File: src/rtl/mmio_gpio.sv
// Memory-mapped GPIO: output register with set/clear/toggle aliases, synchronised inputs,
// sticky rising-edge capture (write-1-to-clear) and a maskable registered interrupt.
module mmio_gpio #(
   parameter int                WIDTH       = 4,
   parameter logic [31:0]       BASE_ADDR   = 32'h0000_0054,
   parameter logic [WIDTH-1:0]  RESET_OUT   = '0,
   parameter int                SYNC_STAGES = 2
) (
   input  logic              clk,
   input  logic              reset,
   input  logic              memwrite,
   input  logic [31:0]       addr,
   input  logic [31:0]       wd,
   output logic [31:0]       rd,
   output logic              hit,
   input  logic [WIDTH-1:0]  gpio_in,
   output logic [WIDTH-1:0]  gpio_out,
   output logic              irq
);

   localparam logic [31:0] A_OUT  = BASE_ADDR;
   localparam logic [31:0] A_SET  = BASE_ADDR + 32'h04;
   localparam logic [31:0] A_CLR  = BASE_ADDR + 32'h08;
   localparam logic [31:0] A_TGL  = BASE_ADDR + 32'h0C;
   localparam logic [31:0] A_IN   = BASE_ADDR + 32'h10;
   localparam logic [31:0] A_EDGE = BASE_ADDR + 32'h14;
   localparam logic [31:0] A_IEN  = BASE_ADDR + 32'h18;

   logic sel_out, sel_set, sel_clr, sel_tgl, sel_in, sel_edge, sel_ien;
   logic [WIDTH-1:0] wdw;

   logic [SYNC_STAGES-1:0][WIDTH-1:0] sync_q;
   logic [WIDTH-1:0] sync, prev_q, rise;
   logic [WIDTH-1:0] out_q, out_d;
   logic [WIDTH-1:0] edge_q, edge_d, w1c_mask;
   logic [WIDTH-1:0] ien_q, ien_d;
   logic             irq_q;
   logic [WIDTH-1:0] rd_w;

   assign sel_out  = (addr == A_OUT);
   assign sel_set  = (addr == A_SET);
   assign sel_clr  = (addr == A_CLR);
   assign sel_tgl  = (addr == A_TGL);
   assign sel_in   = (addr == A_IN);
   assign sel_edge = (addr == A_EDGE);
   assign sel_ien  = (addr == A_IEN);

   assign hit = sel_out | sel_set | sel_clr | sel_tgl | sel_in | sel_edge | sel_ien;
   assign wdw = wd[WIDTH-1:0];

   // Input synchroniser; prev is one stage beyond the chain so rise is a single-cycle pulse.
   always_ff @(posedge clk or negedge reset) begin
      if (!reset) begin
         sync_q <= '0;
         prev_q <= '0;
      end else begin
         sync_q[0] <= gpio_in;
         for (int i = 1; i < SYNC_STAGES; i++)
            sync_q[i] <= sync_q[i-1];
         prev_q <= sync;
      end
   end

   assign sync = sync_q[SYNC_STAGES-1];
   assign rise = sync & ~prev_q;

   always_comb begin
      out_d = out_q;
      ien_d = ien_q;
      if (memwrite) begin
         if (sel_out) out_d = wdw;
         if (sel_set) out_d = out_q | wdw;
         if (sel_clr) out_d = out_q & ~wdw;
         if (sel_tgl) out_d = out_q ^ wdw;
         if (sel_ien) ien_d = wdw;
      end
   end

   // OR-ing rise after the clear makes a coincident capture win over the W1C.
   assign w1c_mask = (memwrite && sel_edge) ? wdw : '0;
   assign edge_d   = (edge_q & ~w1c_mask) | rise;

   always_ff @(posedge clk or negedge reset) begin
      if (!reset) begin
         out_q  <= RESET_OUT;
         edge_q <= '0;
         ien_q  <= '0;
         irq_q  <= 1'b0;
      end else begin
         out_q  <= out_d;
         edge_q <= edge_d;
         ien_q  <= ien_d;
         irq_q  <= |(edge_q & ien_q);
      end
   end

   assign gpio_out = out_q;
   assign irq      = irq_q;

   always_comb begin
      rd_w = '0;
      if (sel_out | sel_set | sel_clr | sel_tgl) rd_w = out_q;
      if (sel_in)   rd_w = sync;
      if (sel_edge) rd_w = edge_q;
      if (sel_ien)  rd_w = ien_q;
   end

   always_comb begin
      rd = '0;
      rd[WIDTH-1:0] = rd_w;
   end

endmodule

File: config.mk
export PLATFORM = sky130hd
export DESIGN_NAME = mmio_gpio
export DESIGN_NICKNAME = d
export VERILOG_FILES = /design/src/rtl/mmio_gpio.sv
export SDC_FILE = /design/constraint.sdc
export NUM_CORES = 1
export LEC_CHECK = 0
export BUFFER_PORTS_ARGS = -buffer_cell sky130_fd_sc_hd__buf_4
export CELL_PAD_IN_SITES_DETAIL_PLACEMENT = 1
export CELL_PAD_IN_SITES_GLOBAL_PLACEMENT = 2
export CORE_ASPECT_RATIO = 0.6
export CORE_UTILIZATION = 21
export CTS_CLUSTER_DIAMETER = 50
export DETAILED_ROUTE_END_ITERATION = 6
export GPL_TIMING_DRIVEN = 0
export PLACE_DENSITY_LB_ADDON = 0.15
export SLEW_MARGIN = 20
export SYNTH_ARGS = -nofsm -noshare
export SYNTH_HDL_FRONTEND = slang
export SYNTH_SLANG_ARGS = --single-unit
File: constraint.sdc
create_clock -name clk -period 1.5 [get_ports clk]
set_clock_uncertainty 0.2 [all_clocks]
set_input_delay 0.075 -clock clk [delete_from_list [all_inputs] [get_ports clk]]
set_output_delay 0.075 -clock clk [all_outputs]
set_load 0.1 [all_outputs]
==> run_results.csv, run 1 <==
group,metric,value,unit
status,status,"finished, violations left",
status,violations,"setup timing",
floorplanning,die_area,8210,sq um
timing,tns,-2700,ps
route,drc_errors,0,
setup_path,crit_fanout,4,
place,dp_hpwl,4060,um
global_route,grt_usage,13.5,%
global_route,antenna_found_initial,0,
timing,setup_violations,15,
timing,slew_headroom,55.9,%
power,ir_drop,353,uV
route,via_count,1527,
floorplanning,die_x,116,um
final_layout,drive_gt1_share,56.9,%
cts,clock-sinks,25,
yosys,yosysSeqAreaShare,38.0,%
route,ant_nets,0,
timing,fmax,566,MHz
power,total_power,1.94,mW
floorplanning,io_pins,109,
setup_path,crit_buf_inv,2,
route,top_layer_used,"met4",
route,firstDrtPassIters,4,
setup_path,cp_num_cells,7,
power,powerDensity,659,nW/um^2
hold_path,min_path_cells,3,
hold_path,min_path_type,"in2reg",
timing,period_needed,1770,ps
cts,cts_htree_levels,1,
setup_path,cpLargestDelayFamily,"simple AND/OR/NAND/NOR gates",
final_layout,syn_to_final_growth,78.5,%
cts,cts_inserted_buffers,3,
cts,clockBufferDepth,2,
floorplanning,rows,24,
route,met2_length,2240,um
timing,fin_ws,-267,ps
final_layout,fillers,846,
setup_path,start_kind,"input pin",
place,dp_cells,345,
floorplanning,core_area,7420,sq um
setup_path,worstPathArrival,1490,ps
place,finalWeightedCongestion,0.778,
yosys,ys_types,34,
timing,tightestPinTransition,661,ps
cts,clk_pin_slew,60,ps
floorplanning,die_y,70.6,um
final_layout,final_nets,349,
setup_path,crit_chain,"buf_6, nor4_4, nand4_4, nor2_4, nand3_4, o22ai_4, buf_12",
cts,clock-root-buffer,"clkbuf_16",
global_route,grt_pass1_wl,8340,um
final_layout,final_common_cell,"buf_4",
timing,finalHoldViolations,0,
yosys,yosys_warnings,0,
route,wl,5330,um
setup_path,critPathSlowestCell,"nor4_4",
place,port_buffers,51,
final_layout,diodes,0,
setup_path,max_stage_delay,320,ps
route,initialDrtViolationCount,31,
timing,drv_slew,0,
timing,whs,24.4,ps
global_route,grt_pass1_vias,1544,
final_layout,layout_common_cells,"buf_4, conb_1, dfrtp_1",
final_layout,stdcell_area,2940,sq um
yosys,avgSynthCellArea,10.1,sq um
power,leakage,1.36,nW
yosys,synth_area,1650,sq um
floorplanning,start_util,22.2,%
flow_run,maxCapViolations,0,
setup_path,endpoint_kind,"output pin",
setup_path,worst-r2r-cell-count,7,
route,met3WireLength,266,um
timing,post-route-period-util,118,%
global_route,grt_max_degree,26,
route,vias_per_cell,4.09,
route,wl_met1,2810,um
route,avgRoutedWirePerCell,14.3,um
cts,cts_tree,"done",
setup_path,path_class,"in2out",
cts,clk-insertion-delay-late,260,ps
timing,rsz0062_at_grt,"true",
yosys,synth_cells,163,
place,placed_area,2450,sq um
final_layout,instances_no_fill,373,
global_route,grt_overflow_total,0,
yosys,ys_ff_latch,25,
setup_path,cp.required,1220,ps
-- flip-flops by register name (all words and copies together) (netlist names) --
name      count
edge_q        4
sync          4
gpio_out      4
prev_q        4
irq           1
ien_q         4
sync_q        4
-- kinds of logic after synthesis --
kind of cell	share of synthesized area [%]
buf+inv	16.5
mux	6.38
flops	38.0
other cells	0.228
compound gates	14.3
simple gates	18.5
fa+ha+maj	6.08
-- per-layer routing --
metal | track usage, % | vias to the layer above
met2 | 19.9 | 38
met1 | 20.6 | 745
met5 | 0 | -
met4 | 1.28 | 0
li1 | - | 740
met3 | 3.08 | 4
-- worst reg2reg max path, delay by kind of cell (launching register included) --
family                   cells  cell delay (ps)
buffers and inverters        1               70
adder cells (fa/ha/maj)      1              110
AND/OR/NAND/NOR              1               40
AO/OA/AOI/OAI                4              670
flip-flops                   1              480
-- final cells by class --
| type | instances | area (sq um) | share of cell area (%) |
|---|---|---|---|
| timing repair buffer | 75 | 702 | 23.9 |
| sequential | 25 | 641 | 21.8 |
| buffer | 31 | 223 | 7.58 |
| tap | 104 | 130 | 4.43 |
| clock buffer | 4 | 78.8 | 2.68 |
| multi-input combinational | 121 | 1110 | 37.6 |
| inverter | 13 | 58.8 | 2.00 |
-- worst paths after layout --
path                                          from                 endpoint  slack [ps]
max                                       addr[31]                    rd[2]        -270
min                                          wd[3]  gpio_out[3]$_DFFE_PN0P_          20
max reg2reg                gpio_out[0]$_DFFE_PN0P_  gpio_out[0]$_DFFE_PN0P_        -180
min reg2reg                    sync_q[1]$_DFF_PN0_        sync[1]$_DFF_PN0_         150
max in group asynchronous                    reset  gpio_out[1]$_DFFE_PN0P_         720
min in group asynchronous                    reset  gpio_out[0]$_DFFE_PN0P_          70
-- synth_stat cells, drive strengths merged --
| library cell | count | share of area [%] |
|---|---|---|
| a211oi | 1 | 0.46 |
| a21oi | 6 | 1.8 |
| a221o | 1 | 0.61 |
| a22o | 5 | 2.7 |
| a22oi | 6 | 2.7 |
| a31o | 1 | 0.53 |
| a31oi | 6 | 2.3 |
| and2 | 2 | 0.76 |
| buf | 29 | 13 |
| clkbuf | 2 | 0.46 |
| conb | 1 | 0.23 |
| dfrtp | 25 | 38 |
| ha | 8 | 6.1 |
| inv | 13 | 3.0 |
| mux2 | 8 | 6.4 |
| nand2 | 6 | 1.7 |
| nand3 | 5 | 1.5 |
| nand3b | 1 | 0.46 |
| nand4 | 6 | 3.6 |
| nor2 | 10 | 2.3 |
| nor2b | 4 | 1.5 |
| nor3 | 1 | 0.99 |
| nor4 | 6 | 4.3 |
| nor4b | 1 | 1.4 |
| o21ai | 4 | 1.2 |
| o22ai | 4 | 1.5 |
| o31ai | 1 | 0.46 |
-- power by group --
group | switching [mW] | leakage (nW) | internal (mW)
Combinational | 0.442 | 1.03 | 0.191
Clock | 0.241 | 0.0382 | 0.364
Sequential | 0.00715 | 0.290 | 0.690
Total | 0.690 | 1.36 | 1.25
-- through the flow --
| stage | setup slack (ps) | util (%) |
|---|---|---|
| after CTS | -330 | 38.4 |
| after detailed placement | -797 | 33.0 |
| after floorplan | -433 | - |
| after global placement | -838 | 33.0 |
| after global routing | -349 | 39.6 |
| final | -267 | 39.6 |
-- repair_timing --
| item | in CTS | in global routing |
|---|---|---|
| resized for setup | 34 | 14 |
| endpoints found under the hold margin | 38 | 0 |
| hold buffers | 9 | 0 |
| pin swaps | 14 | 15 |
| setup endpoints to repair | 17 | 17 |
| buffers inserted | 11 | 4 |
No activity file was read; power rests on OpenSTA's default activity.
==> inputs of run 2 (changes only) <==
--- a/config.mk
+++ b/config.mk
@@ -5,15 +5,18 @@
 export SDC_FILE = /design/constraint.sdc
 export NUM_CORES = 1
 export LEC_CHECK = 0
+export ABC_CLOCK_PERIOD_IN_PS = 1500
 export BUFFER_PORTS_ARGS = -buffer_cell sky130_fd_sc_hd__buf_4
 export CELL_PAD_IN_SITES_DETAIL_PLACEMENT = 1
 export CELL_PAD_IN_SITES_GLOBAL_PLACEMENT = 2
 export CORE_ASPECT_RATIO = 0.6
+export CORE_MARGIN = 1
 export CORE_UTILIZATION = 21
 export CTS_CLUSTER_DIAMETER = 50
 export DETAILED_ROUTE_END_ITERATION = 6
 export GPL_TIMING_DRIVEN = 0
 export PLACE_DENSITY_LB_ADDON = 0.15
+export RECOVER_POWER = 25
 export SLEW_MARGIN = 20
 export SYNTH_ARGS = -nofsm -noshare
 export SYNTH_HDL_FRONTEND = slang
==> run 2 against run 1 <==
Compared with the run above: the flow still finishes with violations (setup timing); maximum frequency is the same; clock-buffer cell count is the same; routed wire length is essentially flat; die area is the same; worst setup slack is the same; via count is the same; power is essentially flat; sequential share of layout area is essentially flat; cell count is the same; flip-flop and latch count is the same; critical path type unchanged; largest power group unchanged; highest routed layer unchanged.
==> run_results.csv, run 2 (synthesis results as in run 1) <==
group,metric,value,unit
route,firstDrtPassIters,4,
floorplanning,die_x,116,um
route,ant_nets,0,
route,initialDrtViolationCount,32,
timing,fin_ws,-267,ps
timing,fmax,566,MHz
final_layout,syn_to_final_growth,78.3,%
final_layout,diodes,0,
floorplanning,rows,24,
cts,clk-insertion-delay-late,260,ps
setup_path,path_class,"in2out",
setup_path,max_stage_delay,320,ps
cts,clk_pin_slew,60,ps
setup_path,worstPathArrival,1490,ps
power,total_power,1.93,mW
global_route,grt_max_degree,26,
setup_path,start_kind,"input pin",
setup_path,critPathSlowestCell,"nor4_4",
setup_path,cp.required,1220,ps
route,wl,5320,um
timing,drv_slew,0,
timing,period_needed,1770,ps
timing,rsz0062_at_grt,"true",
setup_path,crit_chain,"buf_6, nor4_4, nand4_4, nor2_4, nand3_4, o22ai_4, buf_12",
power,leakage,1.36,nW
cts,cts_tree,"done",
cts,cts_htree_levels,1,
cts,cts_inserted_buffers,3,
setup_path,crit_fanout,4,
global_route,antenna_found_initial,0,
place,finalWeightedCongestion,0.778,
global_route,grt_usage,13.5,%
timing,tns,-2700,ps
route,drc_errors,0,
floorplanning,die_area,8210,sq um
timing,finalHoldViolations,0,
floorplanning,start_util,22.2,%
final_layout,final_common_cell,"buf_4",
setup_path,endpoint_kind,"output pin",
power,ir_drop,353,uV
global_route,grt_overflow_total,0,
hold_path,min_path_type,"in2reg",
status,violations,"setup timing",
cts,clock-root-buffer,"clkbuf_16",
place,port_buffers,51,
power,powerDensity,659,nW/um^2
route,via_count,1527,
cts,clockBufferDepth,2,
route,avgRoutedWirePerCell,14.3,um
setup_path,r2r_start,"gpio_out[0]$_DFFE_PN0P_",
final_layout,final_nets,349,
floorplanning,die_y,70.6,um
final_layout,drive_gt1_share,56.9,%
global_route,grt_pass1_vias,1544,
flow_run,maxCapViolations,0,
timing,tightestPinTransition,691,ps
place,dp_hpwl,4060,um
final_layout,layout_common_cells,"buf_4, conb_1, dfrtp_1",
timing,setup_violations,15,
floorplanning,io_pins,109,
cts,clock-sinks,25,
global_route,grt_pass1_wl,8340,um
timing,slew_headroom,53.9,%
hold_path,min_from,"wd[3]",
status,status,"finished, violations left",
floorplanning,core_area,7420,sq um
timing,whs,24.4,ps
timing,post-route-period-util,118,%
setup_path,cp-startpoint,"addr[31]",
route,vias_per_cell,4.09,
-- run 2: timing repair --
| item | CTS | global route |
|---|---|---|
| buffers inserted | 11 | 4 |
| cloned | 0 | 0 |
| pin swaps | 14 | 15 |
| hold endpoints to repair | 38 | 0 |
| resized for setup | 34 | 14 |
| setup endpoints to repair | 17 | 17 |
| hold buffers | 9 | 0 |
-- run 2: final cells by class --
| type | count | area [sq um] |
|---|---|---|
| Buffer | 31 | 223 |
| Multi-Input combinational cell | 121 | 1110 |
| Inverter | 13 | 58.8 |
| Fill cell | 846 | 4480 |
| Sequential cell | 25 | 641 |
| Clock buffer | 4 | 78.8 |
| Tap cell | 104 | 130 |
| Timing Repair Buffer | 75 | 699 |
-- run 2: path summary, 6_finish.rpt --
| check | end | slack [ps] | depth (start not counted) |
|---|---|---|---|
| max in group asynchronous | gpio_out[1]$_DFFE_PN0P_ | 380 | 2 |
| hold / removal | gpio_out[3]$_DFFE_PN0P_ | 20 | 3 |
| hold reg to reg | sync[1]$_DFF_PN0_ | 150 | 0 |
| setup reg to reg | gpio_out[0]$_DFFE_PN0P_ | -180 | 7 |
| setup / recovery | rd[2] | -270 | 7 |
| min in group asynchronous | gpio_out[0]$_DFFE_PN0P_ | 200 | 2 |
-- run 2: worst max-delay path, delay by kind of cell --
| kind | cells | cell delay (ps) |
|---|---|---|
| AOI/OAI and AO/OA | 1 | 220 |
| and+or+nand+nor | 4 | 890 |
| buffers and inverters | 2 | 300 |
-- run 2: stage by stage --
stage	instances	cell area (sq um)	setup WS [ps]	utilization, %
6_report	373	2940	-267	39.6
5_1_grt	373	2940	-349	39.6
4_1_cts	369	2850	-330	38.4
3_5_place_dp	345	2450	-797	33.0
3_3_place_gp	345	2450	-838	33.0
2_1_floorplan	190	1940	-433	-
-- run 2: layer usage --
layer / vias to the layer above / routed length, um / global-route usage (%)
met3: 4 / 266 / 3.08
met5: - / 0 / 0
met2: 38 / 2230 / 19.9
met4: 0 / 15 / 1.28
met1: 745 / 2810 / 20.6
li1: 740 / - / -
-- run 2: report_power, final --
part	internal, mW	total (mW)	switching (mW)	leakage, nW
logic	0.190	0.632	0.442	1.03
clock network	0.364	0.605	0.241	0.0382
registers	0.690	0.697	0.00715	0.290
